--- src/rtl/ice_bus_scheduler.sv ---
// ice_bus_scheduler: latches per-motor mode/setpoint triggers, generates
// round-robin status polls, and issues one frame command at a time to the
// UART frame transmitter, honouring tx_done, a frame timeout and an idle gap.
module ice_bus_scheduler #(
    parameter int unsigned NUMBER_OF_MOTORS = 6,
    parameter int unsigned CLOCK_FREQ_HZ    = 50_000_000,
    parameter int unsigned GAP_CYCLES       = 16,
    parameter int unsigned TIMEOUT_CYCLES   = 50_000
) (
    input  logic        clock,
    input  logic        reset_n,
    input  logic        trigger_control_mode_update,
    input  logic        trigger_setpoint_update,
    input  logic [7:0]  motor_to_update,
    input  logic [31:0] status_update_frequency_Hz,
    output logic        cmd_valid,
    input  logic        cmd_ready,
    output logic [1:0]  cmd_type,
    output logic [7:0]  cmd_motor,
    input  logic        tx_done,
    output logic        busy,
    output logic [15:0] timeout_count,
    output logic [15:0] overrun_count,
    output logic [15:0] bad_motor_count
);
    localparam int unsigned N     = NUMBER_OF_MOTORS;
    localparam int unsigned ACC_W = 40;
    localparam int unsigned PTR_W = (N > 1) ? $clog2(N) : 1;
    localparam int unsigned TMO_W = (TIMEOUT_CYCLES > 1) ? $clog2(TIMEOUT_CYCLES) : 1;
    localparam int unsigned GAP_W = (GAP_CYCLES > 1) ? $clog2(GAP_CYCLES) : 1;

    localparam logic [1:0] TYPE_STATUS = 2'd0;
    localparam logic [1:0] TYPE_MODE   = 2'd1;
    localparam logic [1:0] TYPE_SP     = 2'd2;

    typedef enum logic [1:0] {S_IDLE, S_ISSUE, S_WAIT, S_GAP} state_t;

    state_t             state_q, state_d;
    logic [TMO_W-1:0]   timer_q, timer_d;
    logic [GAP_W-1:0]   gap_q, gap_d;
    logic [ACC_W-1:0]   acc_q, acc_d, inc, sum;
    logic [PTR_W-1:0]   poll_ptr_q;
    logic [N-1:0]       mode_pend_q, sp_pend_q, stat_pend_q;
    logic [N-1:0]       trig_onehot, ptr_onehot, grant_onehot;
    logic [N-1:0]       mode_clr, sp_clr, stat_clr, stat_live;
    logic [N-1:0]       mode_set, sp_set, stat_set;
    logic               trig_valid, poll_tick, poll_overrun, accept;
    logic               load_grant, timeout_hit, any_pend;
    logic [1:0]         arb_type, bad_inc;
    logic [7:0]         arb_motor;

    function automatic logic [7:0] lowest_index(input logic [N-1:0] vec);
        lowest_index = '0;
        for (int i = int'(N) - 1; i >= 0; i--)
            if (vec[i]) lowest_index = 8'(i);
    endfunction

    function automatic logic [15:0] sat_add(input logic [15:0] cnt, input logic [1:0] add);
        logic [16:0] s;
        s = 17'(cnt) + 17'(add);
        sat_add = s[16] ? 16'hFFFF : s[15:0];
    endfunction

    // Poll-rate generator: fractional accumulator, one tick per CLOCK_FREQ_HZ of credit
    always_comb begin
        inc       = ACC_W'(status_update_frequency_Hz) * ACC_W'(N);
        sum       = acc_q + inc;
        acc_d     = sum;
        poll_tick = 1'b0;
        if (status_update_frequency_Hz == 32'd0) begin
            acc_d = '0;
        end else if (inc >= ACC_W'(CLOCK_FREQ_HZ)) begin
            acc_d     = '0;
            poll_tick = 1'b1;
        end else if (sum >= ACC_W'(CLOCK_FREQ_HZ)) begin
            acc_d     = sum - ACC_W'(CLOCK_FREQ_HZ);
            poll_tick = 1'b1;
        end
    end

    // One-hot decodes of trigger index, poll pointer and granted motor
    always_comb begin
        trig_onehot  = '0;
        ptr_onehot   = '0;
        grant_onehot = '0;
        for (int i = 0; i < int'(N); i++) begin
            trig_onehot[i]  = (motor_to_update == 8'(i));
            ptr_onehot[i]   = (poll_ptr_q == PTR_W'(i));
            grant_onehot[i] = (cmd_motor == 8'(i));
        end
    end

    // Pending-bit set/clear terms; a simultaneous set beats the clear
    always_comb begin
        trig_valid   = |trig_onehot;
        accept       = (state_q == S_ISSUE) && cmd_ready;
        mode_clr     = (accept && cmd_type == TYPE_MODE)   ? grant_onehot : '0;
        sp_clr       = (accept && cmd_type == TYPE_SP)     ? grant_onehot : '0;
        stat_clr     = (accept && cmd_type == TYPE_STATUS) ? grant_onehot : '0;
        mode_set     = trigger_control_mode_update ? trig_onehot : '0;
        sp_set       = trigger_setpoint_update     ? trig_onehot : '0;
        stat_live    = stat_pend_q & ~stat_clr;
        poll_overrun = poll_tick && |(stat_live & ptr_onehot);
        stat_set     = (poll_tick && !poll_overrun) ? ptr_onehot : '0;
        bad_inc      = 2'(trigger_control_mode_update & ~trig_valid)
                     + 2'(trigger_setpoint_update & ~trig_valid);
    end

    // Arbitration: mode before setpoint before status, lowest motor first
    always_comb begin
        any_pend  = |{mode_pend_q, sp_pend_q, stat_pend_q};
        arb_type  = TYPE_STATUS;
        arb_motor = lowest_index(stat_pend_q);
        if (|mode_pend_q) begin
            arb_type  = TYPE_MODE;
            arb_motor = lowest_index(mode_pend_q);
        end else if (|sp_pend_q) begin
            arb_type  = TYPE_SP;
            arb_motor = lowest_index(sp_pend_q);
        end
    end

    // Next-state logic for the command sequencer
    always_comb begin
        state_d     = state_q;
        timer_d     = timer_q;
        gap_d       = gap_q;
        load_grant  = 1'b0;
        timeout_hit = 1'b0;
        unique case (state_q)
            S_IDLE: begin
                if (any_pend) begin
                    load_grant = 1'b1;
                    state_d    = S_ISSUE;
                end
            end
            S_ISSUE: begin
                if (cmd_ready) begin
                    timer_d = '0;
                    state_d = S_WAIT;
                end
            end
            S_WAIT: begin
                if (tx_done) begin
                    gap_d   = '0;
                    state_d = S_GAP;
                end else if (timer_q == TMO_W'(TIMEOUT_CYCLES - 1)) begin
                    timeout_hit = 1'b1;
                    gap_d       = '0;
                    state_d     = S_GAP;
                end else begin
                    timer_d = timer_q + TMO_W'(1);
                end
            end
            S_GAP: begin
                if (gap_q == GAP_W'(GAP_CYCLES - 1)) state_d = S_IDLE;
                else                                 gap_d   = gap_q + GAP_W'(1);
            end
            default: state_d = S_IDLE;
        endcase
    end

    // Sequencer state and registered command outputs
    always_ff @(posedge clock or negedge reset_n) begin
        if (!reset_n) begin
            state_q   <= S_IDLE;
            timer_q   <= '0;
            gap_q     <= '0;
            cmd_valid <= 1'b0;
            busy      <= 1'b0;
            cmd_type  <= '0;
            cmd_motor <= '0;
        end else begin
            state_q   <= state_d;
            timer_q   <= timer_d;
            gap_q     <= gap_d;
            cmd_valid <= (state_d == S_ISSUE);
            busy      <= (state_d != S_IDLE);
            if (load_grant) begin
                cmd_type  <= arb_type;
                cmd_motor <= arb_motor;
            end
        end
    end

    // Pending bitmaps, poll accumulator and poll pointer
    always_ff @(posedge clock or negedge reset_n) begin
        if (!reset_n) begin
            mode_pend_q <= '0;
            sp_pend_q   <= '0;
            stat_pend_q <= '0;
            acc_q       <= '0;
            poll_ptr_q  <= '0;
        end else begin
            mode_pend_q <= (mode_pend_q & ~mode_clr) | mode_set;
            sp_pend_q   <= (sp_pend_q & ~sp_clr) | sp_set;
            stat_pend_q <= stat_live | stat_set;
            acc_q       <= acc_d;
            if (poll_tick)
                poll_ptr_q <= (poll_ptr_q == PTR_W'(N - 1)) ? '0 : poll_ptr_q + PTR_W'(1);
        end
    end

    // Saturating event counters
    always_ff @(posedge clock or negedge reset_n) begin
        if (!reset_n) begin
            timeout_count   <= '0;
            overrun_count   <= '0;
            bad_motor_count <= '0;
        end else begin
            timeout_count   <= sat_add(timeout_count, 2'(timeout_hit));
            overrun_count   <= sat_add(overrun_count, 2'(poll_overrun));
            bad_motor_count <= sat_add(bad_motor_count, bad_inc);
        end
    end
endmodule
--- config.mk ---
export PLATFORM = sky130hd
export DESIGN_NAME = ice_bus_scheduler
export DESIGN_NICKNAME = d
export VERILOG_FILES = /design/src/rtl/ice_bus_scheduler.sv
export SDC_FILE = /design/constraint.sdc
export NUM_CORES = 1
export LEC_CHECK = 0
export CORE_MARGIN = 10
export CORE_UTILIZATION = 50
export DETAILED_ROUTE_END_ITERATION = 12
export DONT_BUFFER_PORTS = 1
export PLACE_DENSITY = 0.71
export SETUP_SLACK_MARGIN = 0.5
export SLEW_MARGIN = 10
export SYNTH_ARGS = -nofsm -noshare
export SYNTH_HDL_FRONTEND = slang
export SYNTH_SLANG_ARGS = --single-unit
--- constraint.sdc ---
create_clock -name clock -period 17.15 [get_ports clock]
set_input_delay 3.43 -clock clock [delete_from_list [all_inputs] [get_ports clock]]
set_output_delay 3.43 -clock clock [all_outputs]
set_load 0.01 [all_outputs]
==> metrics.md <==
| Metric | Value |
|---|---|
| Leak pwr | 5.75 nW |
| Sum of negative setup slack | 0 ns |
| Post-CTS repair timing setup buffer count | 0 |
| DP Cell Count | 1767 |
| TritonRoute pass-1 iters | 6 |
| Post-synth EDFFs | 0 |
| Insertion delay to the later sink of the worst-skew pair | 0.42 ns |
| Global-route wire length before repair | 51300 um |
| Synth-to-layout area growth | 6.85% |
| Clock Path Buffers | 2 |
| I/O Buffers | 0 |
| IO Count | 106 |
| Starting Density | 50.7% |
| Crit path DAT | 11.60 ns |
| Number of global-route vias before repair | 10355 |
| Sw frac | 38.7% |
| Synth Area in XOR/XNOR | 6.69% |
| Clock power share | 30.8% |
| Ys flop type | dfrtp_1 |
| Highest-delay cell along the critical path | or4_1 |
| P per Cell Area | 99.5 nW/um^2 |
| Avg Vias per Cell | 6.05 |
| Post-DP HPWL | 23900 um |
| CTS Hold Bufs | 0 |
| Min Tclk post-route | 11.32 ns |
| Core area | 23500 um^2 |
| Ratio of cells with drive above 1 in the final layout | 4.59% |
| DRT iter0 DRCs | 819 |
| Final ANT Viol Nets | 0 |
| Period Utilization, post-route | 66.0% |
| Setup Crit Path Kind | in2reg |
| WL/cell | 17.3 um |
| Mux contribution to synthesized area | 1.18% |
| Slew HR | 25.8% |
| Clk sink count | 137 |
| Top delay family on crit path | compound AO/OA/AOI/OAI gates |
| CTS Buf Count | 17 |
| Post-Route WL | 31100 um |
| Part of the power in combinational logic | 34.1% |
| Synthesized cell area | 11900 um^2 |
| FP Rows | 56 |
| Net count, final | 1610 |
| Main combinational cell family by area after synthesis | simple AND/OR/NAND/NOR gates |
| DIE WIDTH | 174 um |
| R2r setup slk | 10.34 ns |
| Cell count after synthesis | 1496 |
| Most common cell after layout, fill and taps aside | nand2_1 |
| Die area | 30400 um^2 |
| Die Y | 174 um |
| RSZ-0062 raised after global routing | false |
| Synth Area in Adders | 10.4% |
| Antenna violations before repair | 0 |
| Worst min path class | reg2reg |
| TritonCTS clock tree | built |
| Complex-gate fraction of the synthesized area | 23.7% |
| Clock root buffer | clkbuf_16 |
| Switch Pwr | 0.490 mW |
| Max-cap violations | 0 |
| Combined area of the multi-input logic cells | 7960 um^2 |
| Sequential fraction of the synthesis area | 28.8% |
| #FFs+latches synth | 137 |
| Placement Cell Area | 12100 um^2 |
| Crit Path Max Fanout | 13 |
| Worst Skew | 0.0108 ns |
| Final Cell Area | 12700 um^2 |
| Fmax | 88.3 MHz |
| Residual DRC | 0 |
| Fin cells | 1799 |
| Syn. warnings | 0 |
| VDD IR max | 0.0813 mV |
| Grt ovf | 0 |
| Largest net degree at the start of global routing | 138 |
| Layout filler cell count | 2198 |
| Syn avg cell area | 7.96 um^2 |
| Vias | 10886 |
| Sequential power share | 35.2% |
| CP bufs+invs | 2 |
| Pint | 0.776 mW |
| Slew Viols, Final | 0 |
| Largest stage delay, worst path | 0.79 ns |
| Flip-flop and latch area | 3430 um^2 |
| RD Place Congestion | 0.974 |
| H-tree levels | 4 |
| Post-CTS Resized | 0 |
| Fin. Hold Viols | 0 |
| Count of different cell masters after synthesis | 76 |
| Data required time of the critical path | 17.43 ns |
| Actual slew at the worst max-slew pin | 1.10 ns |
| Total GRT Usage | 20.0% |
| ANT cells | 0 |
| Status | finished clean |
| Clock transition at path regs | 0.06 ns |
| Launching element type of the critical path | primary input |
| Post-synthesis simple-gate area fraction | 24.6% |
| Ys async rst share | 100% |
| Most frequent cells in the layout | nand2_1, dfrtp_1, a21oi_1, nor2_1, o21ai_0 |
| Endpoints failing setup | 0 |
| Crit. End Element | flop |
==> sequential cells by signal (all words and copies together), names as in the netlist <==
name	flops
overrun_count	16
acc_q	39
cmd_type	2
state_q	2
sp_pend_q	6
cmd_valid	1
gap_q	4
stat_pend_q	6
cmd_motor	3
timer_q	16
timeout_count	16
bad_motor_count	16
mode_pend_q	6
busy	1
poll_ptr_q	3
==> power by group through the flow <==
stage | clock [mW] | combinational, mW | sequential [mW]
floorplan | 0 | 0.345 | 0.426
global placement | 0 | 0.416 | 0.450
detailed placement | 0 | 0.424 | 0.450
CTS | 0.397 | 0.428 | 0.446
global route | 0.412 | 0.489 | 0.455
finish | 0.390 | 0.431 | 0.445
==> worst paths after layout <==
check,start,depth (start not counted),end
max,status_update_frequency_Hz[7],29,overrun_count[2]
min,mode_pend_q[0],1,cmd_motor[1]
max reg2reg,acc_q[1],22,overrun_count[2]
min reg2reg,mode_pend_q[0],1,cmd_motor[1]
max in group asynchronous,reset_n,0,acc_q[14]
min in group asynchronous,reset_n,0,timeout_count[15]
==> cells in the mapped netlist, types with 6 or more instances <==
master / instances / area, um^2
or3_1: 25 / 156
o21a_1: 12 / 90.1
inv_1: 81 / 304
xor2_1: 46 / 403
and4_1: 6 / 52.6
o211ai_1: 23 / 173
mux2i_1: 8 / 80.1
nand3_1: 52 / 260
buf_4: 8 / 60.1
nor4_1: 16 / 100
nand2_1: 151 / 567
a211oi_1: 14 / 105
a21o_1: 25 / 188
nor2_1: 115 / 432
o21ai_1: 6 / 30.0
buf_2: 7 / 35.0
dfrtp_1: 137 / 3430
a21oi_1: 136 / 681
and3_1: 30 / 188
o31ai_1: 24 / 180
ha_1: 94 / 1180
nand2b_1: 17 / 106
clkbuf_1: 39 / 146
o21bai_1: 12 / 90.1
a31oi_1: 8 / 50.1
nor2b_1: 13 / 81.3
nor3_1: 37 / 185
and2_1: 17 / 106
o21ai_0: 109 / 546
nor3b_1: 8 / 60.1
nand4_1: 40 / 250
or4_1: 22 / 165
xnor2_1: 45 / 394
or2_2: 13 / 81.3
==> area by class of cell <==
cell class | count | share of cell area, %
multi-input cells | 1228 | 62.5
flip-flops and latches | 137 | 26.9
clock buffers | 18 | 3.45
well taps | 319 | 3.14
inverters | 81 | 2.39
clock inverters | 14 | 1.44
repair buffers | 2 | 0.118
==> kinds of logic after synthesis <==
group	after synthesis
AO/OA/AOI/OAI	443
other	1
buffers and inverters	135
flip-flops	137
AND/OR/NAND/NOR	579
multiplexers	13
XOR/XNOR	91
adder cells (fa/ha/maj)	97
==> layer usage <==
layer	GRT usage [%]	vias to the layer above	wire length, um
met5	0	-	0
met4	5.95	0	592
met3	4.64	45	1940
met2	32.5	304	14100
met1	25.9	5120	14400
li1	-	5417	-
==> stage by stage <==
stage / utilization [%] / hold slack (ns) / total power, mW / setup WS [ns]
global placement: 51.6 / 0.514 / 0.866 / 5.73
CTS: 54.2 / 0.523 / 1.27 / 5.91
finish: 54.2 / 0.525 / 1.27 / 5.83
global route: 54.2 / 0.578 / 1.36 / 5.08
floorplan: - / 0.475 / 0.771 / 6.76
detailed placement: 51.6 / 0.508 / 0.874 / 5.48
Note: power is estimated with default switching activity, not from simulation.
